File: src/rtl/lfsr_rng.sv
// Galois-LFSR pseudo-random word source with seed loading, zero-state recovery
// and a valid/ready output register that advances only when a word is accepted.
module lfsr_rng #(
    parameter int               WIDTH = 16,
    parameter logic [WIDTH-1:0] TAPS  = 16'hB400,
    parameter logic [WIDTH-1:0] SEED  = 16'hF5D2,
    parameter int               OUT_W = 16,
    parameter int               CNT_W = 32
) (
    input  logic             clk,
    input  logic             rst_n,
    input  logic             en,
    input  logic             seed_load,
    input  logic [WIDTH-1:0] seed_in,
    output logic             out_valid,
    input  logic             out_ready,
    output logic [OUT_W-1:0] out_data,
    output logic             seed_fixed,
    output logic [CNT_W-1:0] word_cnt
);

    localparam logic [WIDTH-1:0] ZERO_W = {WIDTH{1'b0}};
    localparam logic [CNT_W-1:0] ONE_C  = {{(CNT_W-1){1'b0}}, 1'b1};

    logic [WIDTH-1:0] state_r;
    logic             out_valid_r;
    logic [OUT_W-1:0] out_data_r;
    logic             seed_fixed_r;
    logic [CNT_W-1:0] word_cnt_r;

    logic             produce_s;
    logic             lockout_s;
    logic [WIDTH-1:0] src_s;
    logic [WIDTH-1:0] load_val_s;
    logic             load_zero_s;

    // One Galois step: logical right shift, feedback mask applied when bit 0 falls out.
    function automatic logic [WIDTH-1:0] lfsr_step(input logic [WIDTH-1:0] cur);
        logic [WIDTH-1:0] shifted;
        shifted = {1'b0, cur[WIDTH-1:1]};
        if (cur[0]) begin
            lfsr_step = shifted ^ TAPS;
        end else begin
            lfsr_step = shifted;
        end
    endfunction

    // Handshake decode, zero-state substitution and seed sanitising.
    always_comb begin
        produce_s   = en & ~seed_load & (~out_valid_r | out_ready);
        lockout_s   = (state_r == ZERO_W);
        load_zero_s = (seed_in == ZERO_W);
        if (lockout_s) begin
            src_s = SEED;
        end else begin
            src_s = state_r;
        end
        if (load_zero_s) begin
            load_val_s = SEED;
        end else begin
            load_val_s = seed_in;
        end
    end

    // State, output register and word counter; seed load outranks generation.
    always_ff @(posedge clk) begin
        if (!rst_n) begin
            state_r      <= SEED;
            out_valid_r  <= 1'b0;
            out_data_r   <= {OUT_W{1'b0}};
            seed_fixed_r <= 1'b0;
            word_cnt_r   <= {CNT_W{1'b0}};
        end else if (seed_load) begin
            state_r      <= load_val_s;
            out_valid_r  <= 1'b0;
            seed_fixed_r <= load_zero_s;
            word_cnt_r   <= {CNT_W{1'b0}};
        end else if (produce_s) begin
            state_r      <= lfsr_step(src_s);
            out_valid_r  <= 1'b1;
            out_data_r   <= src_s[OUT_W-1:0];
            seed_fixed_r <= lockout_s;
            word_cnt_r   <= word_cnt_r + ONE_C;
        end else begin
            if (out_valid_r && out_ready) begin
                out_valid_r <= 1'b0;
            end else begin
                out_valid_r <= out_valid_r;
            end
            seed_fixed_r <= 1'b0;
        end
    end

    assign out_valid  = out_valid_r;
    assign out_data   = out_data_r;
    assign seed_fixed = seed_fixed_r;
    assign word_cnt   = word_cnt_r;

endmodule
File: config.mk
export PLATFORM = sky130hd
export DESIGN_NAME = lfsr_rng
export DESIGN_NICKNAME = d
export VERILOG_FILES = /design/src/rtl/lfsr_rng.sv
export SDC_FILE = /design/constraint.sdc
export NUM_CORES = 1
export LEC_CHECK = 0
export ABC_CLOCK_PERIOD_IN_PS = 2700
export CORE_MARGIN = 8
export CORE_UTILIZATION = 35
export CTS_CLUSTER_SIZE = 8
export DETAILED_ROUTE_END_ITERATION = 10
export GPL_ROUTABILITY_DRIVEN = 0
export GPL_TIMING_DRIVEN = 0
export PLACE_DENSITY_LB_ADDON = 0.3
export SLEW_MARGIN = 5
export SYNTH_ARGS = -nofsm -noshare
export SYNTH_HDL_FRONTEND = slang
export SYNTH_SLANG_ARGS = --single-unit
File: constraint.sdc
create_clock -name clk -period 2.7 [get_ports clk]
set_clock_uncertainty 0.2 [all_clocks]
set_input_delay 0.405 -clock clk [delete_from_list [all_inputs] [get_ports clk]]
set_output_delay 0.405 -clock clk [all_outputs]
set_load 0.1 [all_outputs]
==> out/summary.txt, run 1 <==
outcome -> completed
DRT antenna net count -> 0
first-pass iteration count of the detailed router -> 5
area of placed instances -> 3990 µm²
number of buffer and inverter stages on the critical path -> 1
number of nets produced by synthesis -> 400
max frequency -> 0.383 GHz
# nets final -> 481
detailed router's first-iteration violation count -> 343
CTS tree -> yes
reg-to-reg startpoint -> state_r[0]
port bufs -> 70
worst path setup slack after routing -> 0.0903 ns
clock sink total -> 66
Hold Path Class -> reg2reg
count of filler cells inserted in the layout -> 841
start point of the worst hold path -> out_data[3]
Lkg Pwr -> 1.39 nW
share of cells above drive strength 1 -> 9.91%
Total Routed Length -> 9440 µm
number of cells on the worst reg-to-reg path -> 7
count of antenna diodes in the layout -> 0
final worst path period share -> 96.7%
clock-pin slew of the registers on the worst-case setup and hold paths -> 0.07 ns
share of synthesized cell area in full adder, half adder and majority cells -> 0.398%
largest vdd supply drop -> 294 µV
area of the die -> 12300 µm²
register-to-register path setup slack -> 0.42 ns
clk_lat worst skew -> 0.34 ns
DRC violation count after routing -> 0
GRT overflow -> 0
Avg Inst Size Synth -> 8.32 µm²
P&R area growth vs syn -> 33.4%
number of pins with negative max-slew slack in the final report -> 0
Critical Path End Type -> primary output
Power Dens Cells -> 525 nW/µm²
type of the worst setup path -> reg2out
RSZ-0062 raised after global routing -> no
worst path cell trace -> clkdlybuf4s50_1
Clk Tree Root Cell -> clkbuf_8
delay-heaviest family, CP -> buffers and inverters
post-synthesis compound-gate area fraction -> 16.9%
vias after detailed routing -> 3176
share of the core filled with cells -> 48.1%
setup slack after placement -> -0.231 ns
largest family of logic cells by synthesized area -> simple AND/OR/NAND/NOR gates
Setup crit start kind -> flop
share of the yosys chip area belonging to registers -> 42.0%
post-layout min period -> 2.61 ns
Synth warnings -> 0
die boundary width -> 111 µm
capturing point of the worst reg2reg path -> state_r[11]
Vias/cell -> 5.55
max capacitance violation total -> 0
Distinct cells, synth -> 45
initial standard-cell utilization of the core -> 36.1%
die height -> 111 µm
hold worst-path end -> out_data[3]
data required time at the worst endpoint -> 2.10 ns
TritonCTS buffer count -> 9
post-synthesis cell area -> 3150 µm²
Total Routing Usage GR -> 15.2%
Largest stage delay, worst path -> 1.19 ns
count of final setup violators -> 0
maximum number of pins on one net before global-route repair -> 12
slew margin rel. -> 33.6%
overall power of the completed layout -> 2.20 mW
Ports -> 71
via count of the first global-routing pass -> 2961
critical path's slowest cell -> clkdlybuf4s50_1
number of H-tree levels -> 3
flip-flop and latch count after synthesis -> 66
setup_tns -> 0 ns
number of antenna violations at the first check in global routing -> 0
sum of net half-perimeters after detailed placement -> 6710 µm
Mapped Cells -> 378
maximum buffer depth of the clock tree -> 2
Avg WL per Cell -> 16.5 µm
fraction of the mapped netlist area in simple logic gates -> 30.4%
count of cells along the worst hold path -> 2
first-pass GRT wire length -> 15700 µm
data arrival at the endpoint of the critical path -> 2.00 ns
summed area of non-filler cells in the final layout -> 4200 µm²
hold buffers post-CTS -> 0
Tightest Pin Transition -> 0.994 ns
post-synthesis mux area share -> 3.22%
xor and xnor fraction of the mapped netlist area -> 1.95%
placeable core area -> 8720 µm²
number of hold violations in the final report -> 0
row count -> 34
Worst Path Max Fanout -> 7
[cells in the mapped netlist (all sizes together)]
| cell | instances | area share [%] |
|---|---|---|
| ha | 1 | 0.40 |
| a31oi | 4 | 0.80 |
| mux2i | 9 | 2.9 |
| a211oi | 4 | 0.95 |
| nor2b | 1 | 0.20 |
| or2 | 1 | 0.20 |
| nand2 | 54 | 6.4 |
| nand4 | 4 | 0.99 |
| a311oi | 1 | 0.28 |
| xor2 | 6 | 1.7 |
| a22oi | 1 | 0.24 |
| or4 | 9 | 2.3 |
| o41ai | 3 | 1.6 |
| nand2b | 1 | 0.20 |
| nor2 | 26 | 3.1 |
| a21oi | 28 | 4.5 |
| o311ai | 9 | 3.5 |
| o31ai | 8 | 1.9 |
| clkbuf | 24 | 2.9 |
| and4 | 6 | 1.7 |
| o21ai | 20 | 3.2 |
| mux2 | 1 | 0.36 |
| inv | 8 | 0.95 |
| nand3 | 17 | 2.9 |
| buf | 5 | 1.3 |
| xnor2 | 1 | 0.28 |
| dfxtp | 66 | 42 |
| and3 | 8 | 1.6 |
| and2 | 3 | 0.60 |
| nand4b | 1 | 0.28 |
| nor4 | 19 | 4.7 |
| nor3 | 13 | 2.1 |
| or3 | 16 | 3.2 |
[what timing repair did]
item	in CTS	in global routing
buffers inserted	0	0
gates resized for setup	0	4
setup endpoints to repair	0	2
[power breakdown]
part	switching (mW)	internal, mW	leakage [nW]
sequential	0.0299	1.01	0.542
clock	0.390	0.472	0.105
combinational	0.213	0.0914	0.745
total	0.633	1.57	1.39
[worst min-delay path: cells and delay by family (launching register included)]
family | cells | cell delay (ns)
DFF | 1 | 0.31
and+or+nand+nor | 1 | 0.05
AOI/OAI and AO/OA | 1 | 0.05
[layer usage]
metal / up-vias / share of wire (%) / global-route usage (%)
met1: 1486 / 46 / 19.6
met2: 129 / 44 / 23.2
li1: 1541 / - / -
met5: - / 0 / 0
met3: 20 / 8.1 / 5.30
met4: 0 / 1.7 / 4.59
[sequential cells by signal, indices dropped and copies added (netlist names)]
signal	cells
state_r	16
seed_fixed	1
out_data	16
out_valid	1
word_cnt	32
[logic make-up (layout without fill, tap and decap cells)]
logic type / Yosys count / in the layout
and+or+nand+nor: 179 / 179
buffers and inverters: 37 / 123
AOI/OAI and AO/OA: 78 / 78
adders and majority gates: 1 / 1
xor gates and xnor gates: 7 / 7
DFF: 66 / 66
muxes: 10 / 10
[worst max-delay path by stage]
stage                            start  depth (start not counted)      endpoint  slack (ns)
final                     word_cnt[17]                          1  word_cnt[17]        0.09
after global routing      word_cnt[19]                          1  word_cnt[19]        0.04
after CTS                 word_cnt[17]                          1  word_cnt[17]        0.09
after detailed placement            en                          7  word_cnt[30]       -0.23
after global placement              en                          7  word_cnt[30]       -0.21
after floorplan            word_cnt[6]                          6  word_cnt[19]       0.005
[layout by cell type, fill, tap and decap left out, drive strengths merged, types with 3 or more instances in the layout]
cell type and n:
clkdlybuf4s50 70, dfxtp 66, nand2 54, clkbuf 35, a21oi 28, nor2 26
o21ai 20, nor4 19, nand3 17, or3 16, nor3 13, mux2i 9
or4 9, o311ai 9, inv 8, o31ai 8, and3 8, xor2 6
and4 6, buf 5, a31oi 4, a211oi 4, nand4 4, and2 3
o41ai 3, clkinv 3
[per-stage QoR]
step / instances / hold slack (ns)
final: 572 / 0.258
after global routing: 572 / 0.279
after CTS: 572 / 0.261
after detailed placement: 556 / 0.250
after global placement: 556 / 0.244
after floorplan: 378 / 0.250
[layout make-up]
type,instances,area (µm²),share of cell area (%)
Inverter,8,30.0,0.716
Tap cell,108,135,3.22
Clock buffer,11,151,3.61
Timing Repair Buffer,70,701,16.7
Clock inverter,5,52.6,1.25
Sequential cell,66,1330,31.7
Multi-Input combinational cell,275,1660,39.7
Buffer,29,134,3.19
(Power assumes the default switching activity.)
==> run 2: changes to the inputs <==
--- a/config.mk
+++ b/config.mk
@@ -5,6 +5,7 @@
 export SDC_FILE = /design/constraint.sdc
 export NUM_CORES = 1
 export LEC_CHECK = 0
+export ABC_AREA = 1
 export ABC_CLOCK_PERIOD_IN_PS = 2700
 export CORE_MARGIN = 8
 export CORE_UTILIZATION = 35
==> run 2 against run 1 <==
  * Die area up 7.8%
  * Clock-buffer cell count down 2
  * Sequential power about the same
  * Critical path type unchanged
  * Sequential share of layout area down 2.3 points
==> out/summary.txt, run 2 <==
outcome -> completed
clock sink total -> 66
commonest non-fill, non-tap cell in the layout -> nand2_1
number of H-tree levels -> 3
slew margin rel. -> 31.5%
clock-pin slew of the registers on the worst-case setup and hold paths -> 0.08 ns
Lkg Pwr -> 1.77 nW
setup_tns -> 0 ns
sum of net half-perimeters after detailed placement -> 7530 µm
delay-heaviest family, CP -> buffers and inverters
data required time at the worst endpoint -> 2.10 ns
number of buffer and inverter stages on the critical path -> 1
initial standard-cell utilization of the core -> 35.6%
number of antenna violations at the first check in global routing -> 0
largest vdd supply drop -> 227 µV
GRT overflow -> 0
commonest cells after routing, fill and taps aside -> nand2_1, nor2_1, inv_1, clkdlybuf4s50_1, dfxtp_1
placeable core area -> 9640 µm²
uppermost layer routed -> met4
post-placement cell count -> 736
count of filler cells inserted in the layout -> 1045
Distinct cells, synth -> 33
capturing point of the worst reg2reg path -> word_cnt[22]
area of placed instances -> 4290 µm²
Clk Tree Root Cell -> clkbuf_8
most frequently used cell type in the post-synthesis netlist -> nand2_1
number of pins with negative max-slew slack in the final report -> 0
top post-synthesis cells by count -> nand2_1, nor2_1, inv_1
dominant cell type by area after synthesis -> dfxtp_1
post-synthesis cell area -> 3430 µm²
type of the worst setup path -> reg2out
Non-Filler Instances -> 752
Avg Inst Size Synth -> 6.43 µm²
RSZ-0062 raised after global routing -> no
P&R area growth vs syn -> 30.9%
Total Routing Usage GR -> 15.5%
clk_lat worst skew -> 0.35 ns
number of cells on the worst reg-to-reg path -> 11
max reg flops -> 32
share of the core filled with cells -> 46.6%
max frequency -> 0.383 GHz
post-layout min period -> 2.61 ns
vias after detailed routing -> 3520
Largest stage delay, worst path -> 1.19 ns
count of buffers added by post-CTS timing repair for setup -> 0
max capacitance violation total -> 0
overall power of the completed layout -> 2.22 mW
data arrival at the endpoint of the critical path -> 2.01 ns
share of cells above drive strength 1 -> 7.75%
Critical Path End Type -> primary output
maximum number of pins on one net before global-route repair -> 14
Total Routed Length -> 9770 µm
Tightest Pin Transition -> 1.02 ns
worst path setup slack after routing -> 0.0888 ns
setup slack after placement -> 0.123 ns
area of the die -> 13200 µm²
# nets final -> 636
detailed router's first-iteration violation count -> 159
Mapped Cells -> 534
metal1 wirelength -> 4270 µm
Power Dens Cells -> 494 nW/µm²
Vias/cell -> 4.68
number of hold violations in the final report -> 0
final worst path period share -> 96.7%
sum of met2 wire segment lengths after detailed routing -> 4810 µm
critical path capture point -> word_cnt[26]
top_reg_cell synth -> dfxtp_1
count of antenna diodes in the layout -> 0
Resized Gates After CTS -> 0
cell types with the largest area share after synthesis -> dfxtp_1, nand2_1, nor2_1
critical path's slowest cell -> clkdlybuf4s50_1
count of final setup violators -> 0
hold slack -> 0.260 ns
number of nets produced by synthesis -> 556
via count of the first global-routing pass -> 3408
fraction of post-synthesis cell area in the top cell type by area -> 38.5%
die height -> 115 µm
Ports -> 71
die boundary width -> 115 µm
Post-synth EDFFs -> 0
DRC violation count after routing -> 0
flip-flop and latch count after synthesis -> 66
register-to-register path setup slack -> 0.94 ns
DRT antenna net count -> 0
Synth warnings -> 0
share of the yosys chip area belonging to registers -> 38.5%
count of cells along the worst hold path -> 4
Worst Path Max Fanout -> 7
maximum buffer depth of the clock tree -> 2
Setup crit start kind -> flop
reg-to-reg startpoint -> word_cnt[0]
number of stages on the worst setup path -> 1
share of flip-flops with an asynchronous set or reset after synthesis -> 0%
Setup crit start -> word_cnt[26]
worst path cell trace -> clkdlybuf4s50_1
summed area of non-filler cells in the final layout -> 4490 µm²
first-pass iteration count of the detailed router -> 4
CTS tree -> yes
Avg WL per Cell -> 13.0 µm
port bufs -> 69
TritonCTS buffer count -> 9
first-pass GRT wire length -> 16300 µm
row count -> 36
wire length on met3 -> 562 µm
hold buffers post-CTS -> 0
Hold Path Class -> in2reg
## run 2: changes by cell type after synthesis, moves of 15 or more
cell	change
clkbuf_1	-20
inv_1	+67
nand2_1	+88
nor2_1	+73
nor4_1	-16
o21ai_0	+19
or3_1	-15
## run 2: worst min-delay path, stage by stage
cell and delay [ns]:
buf_6 0.13, nor2_2 0.11, o21ai_0 0.08, a21oi_1 0.04
## run 2: power by group
| group | switching [mW] | internal [mW] | total [mW] |
|---|---|---|---|
| clock network | 0.442 | 0.432 | 0.875 |
| logic | 0.223 | 0.0955 | 0.318 |
| registers | 0.0189 | 1.01 | 1.03 |
| total | 0.684 | 1.53 | 2.22 |
## run 2: final cells by class
cell class | count | area [µm²] | share of cell area (%)
Timing Repair Buffer | 69 | 691 | 15.4
Sequential cell | 66 | 1320 | 29.4
Inverter | 80 | 302 | 6.71
Buffer | 12 | 67.6 | 1.50
Clock inverter | 7 | 78.8 | 1.75
Clock buffer | 9 | 124 | 2.76
Multi-Input combinational cell | 376 | 1740 | 38.8
Tap cell | 133 | 166 | 3.70
## run 2: cell families (layout without fill, tap and decap cells)
logic type,Yosys count,in the layout,synth area share [%]
buffers and inverters,92,177,10.8
AO/OA/AOI/OAI,85,85,13.6
adder cells (fa/ha/maj),1,1,0.364
XOR/XNOR,6,6,1.53
flip-flops,66,66,38.5
AND/OR/NAND/NOR,284,284,35.3
## run 2: how the worst min path moves through the flow
| stage | slack, ns | endpoint | startpoint |
|---|---|---|---|
| after floorplan | 0.25 | state_r[10] | state_r[10] |
| after global placement | 0.26 | out_data[5] | out_data[5] |
| after detailed placement | 0.26 | out_data[2] | out_data[2] |
| after CTS | 0.25 | state_r[9] | seed_load |
| after global routing | 0.28 | state_r[9] | seed_load |
| final | 0.26 | word_cnt[8] | seed_load |
## run 2: layer usage
| layer | vias up | track usage (%) |
|---|---|---|
| li1 | 1819 | - |
| met1 | 1595 | 18.2 |
| met2 | 92 | 26.9 |
| met3 | 14 | 4.04 |
| met4 | 0 | 4.90 |
| met5 | - | 0 |
==> run 3: changes to the inputs <==
--- a/config.mk
+++ b/config.mk
@@ -9,6 +9,7 @@
 export ABC_CLOCK_PERIOD_IN_PS = 2700
 export CORE_MARGIN = 8
 export CORE_UTILIZATION = 35
+export CTS_CLUSTER_DIAMETER = 30
 export CTS_CLUSTER_SIZE = 8
 export DETAILED_ROUTE_END_ITERATION = 10
 export GPL_ROUTABILITY_DRIVEN = 0
==> results of run 3 <==
Same layout as run 2: the final DEF is identical, and so are final timing and power.
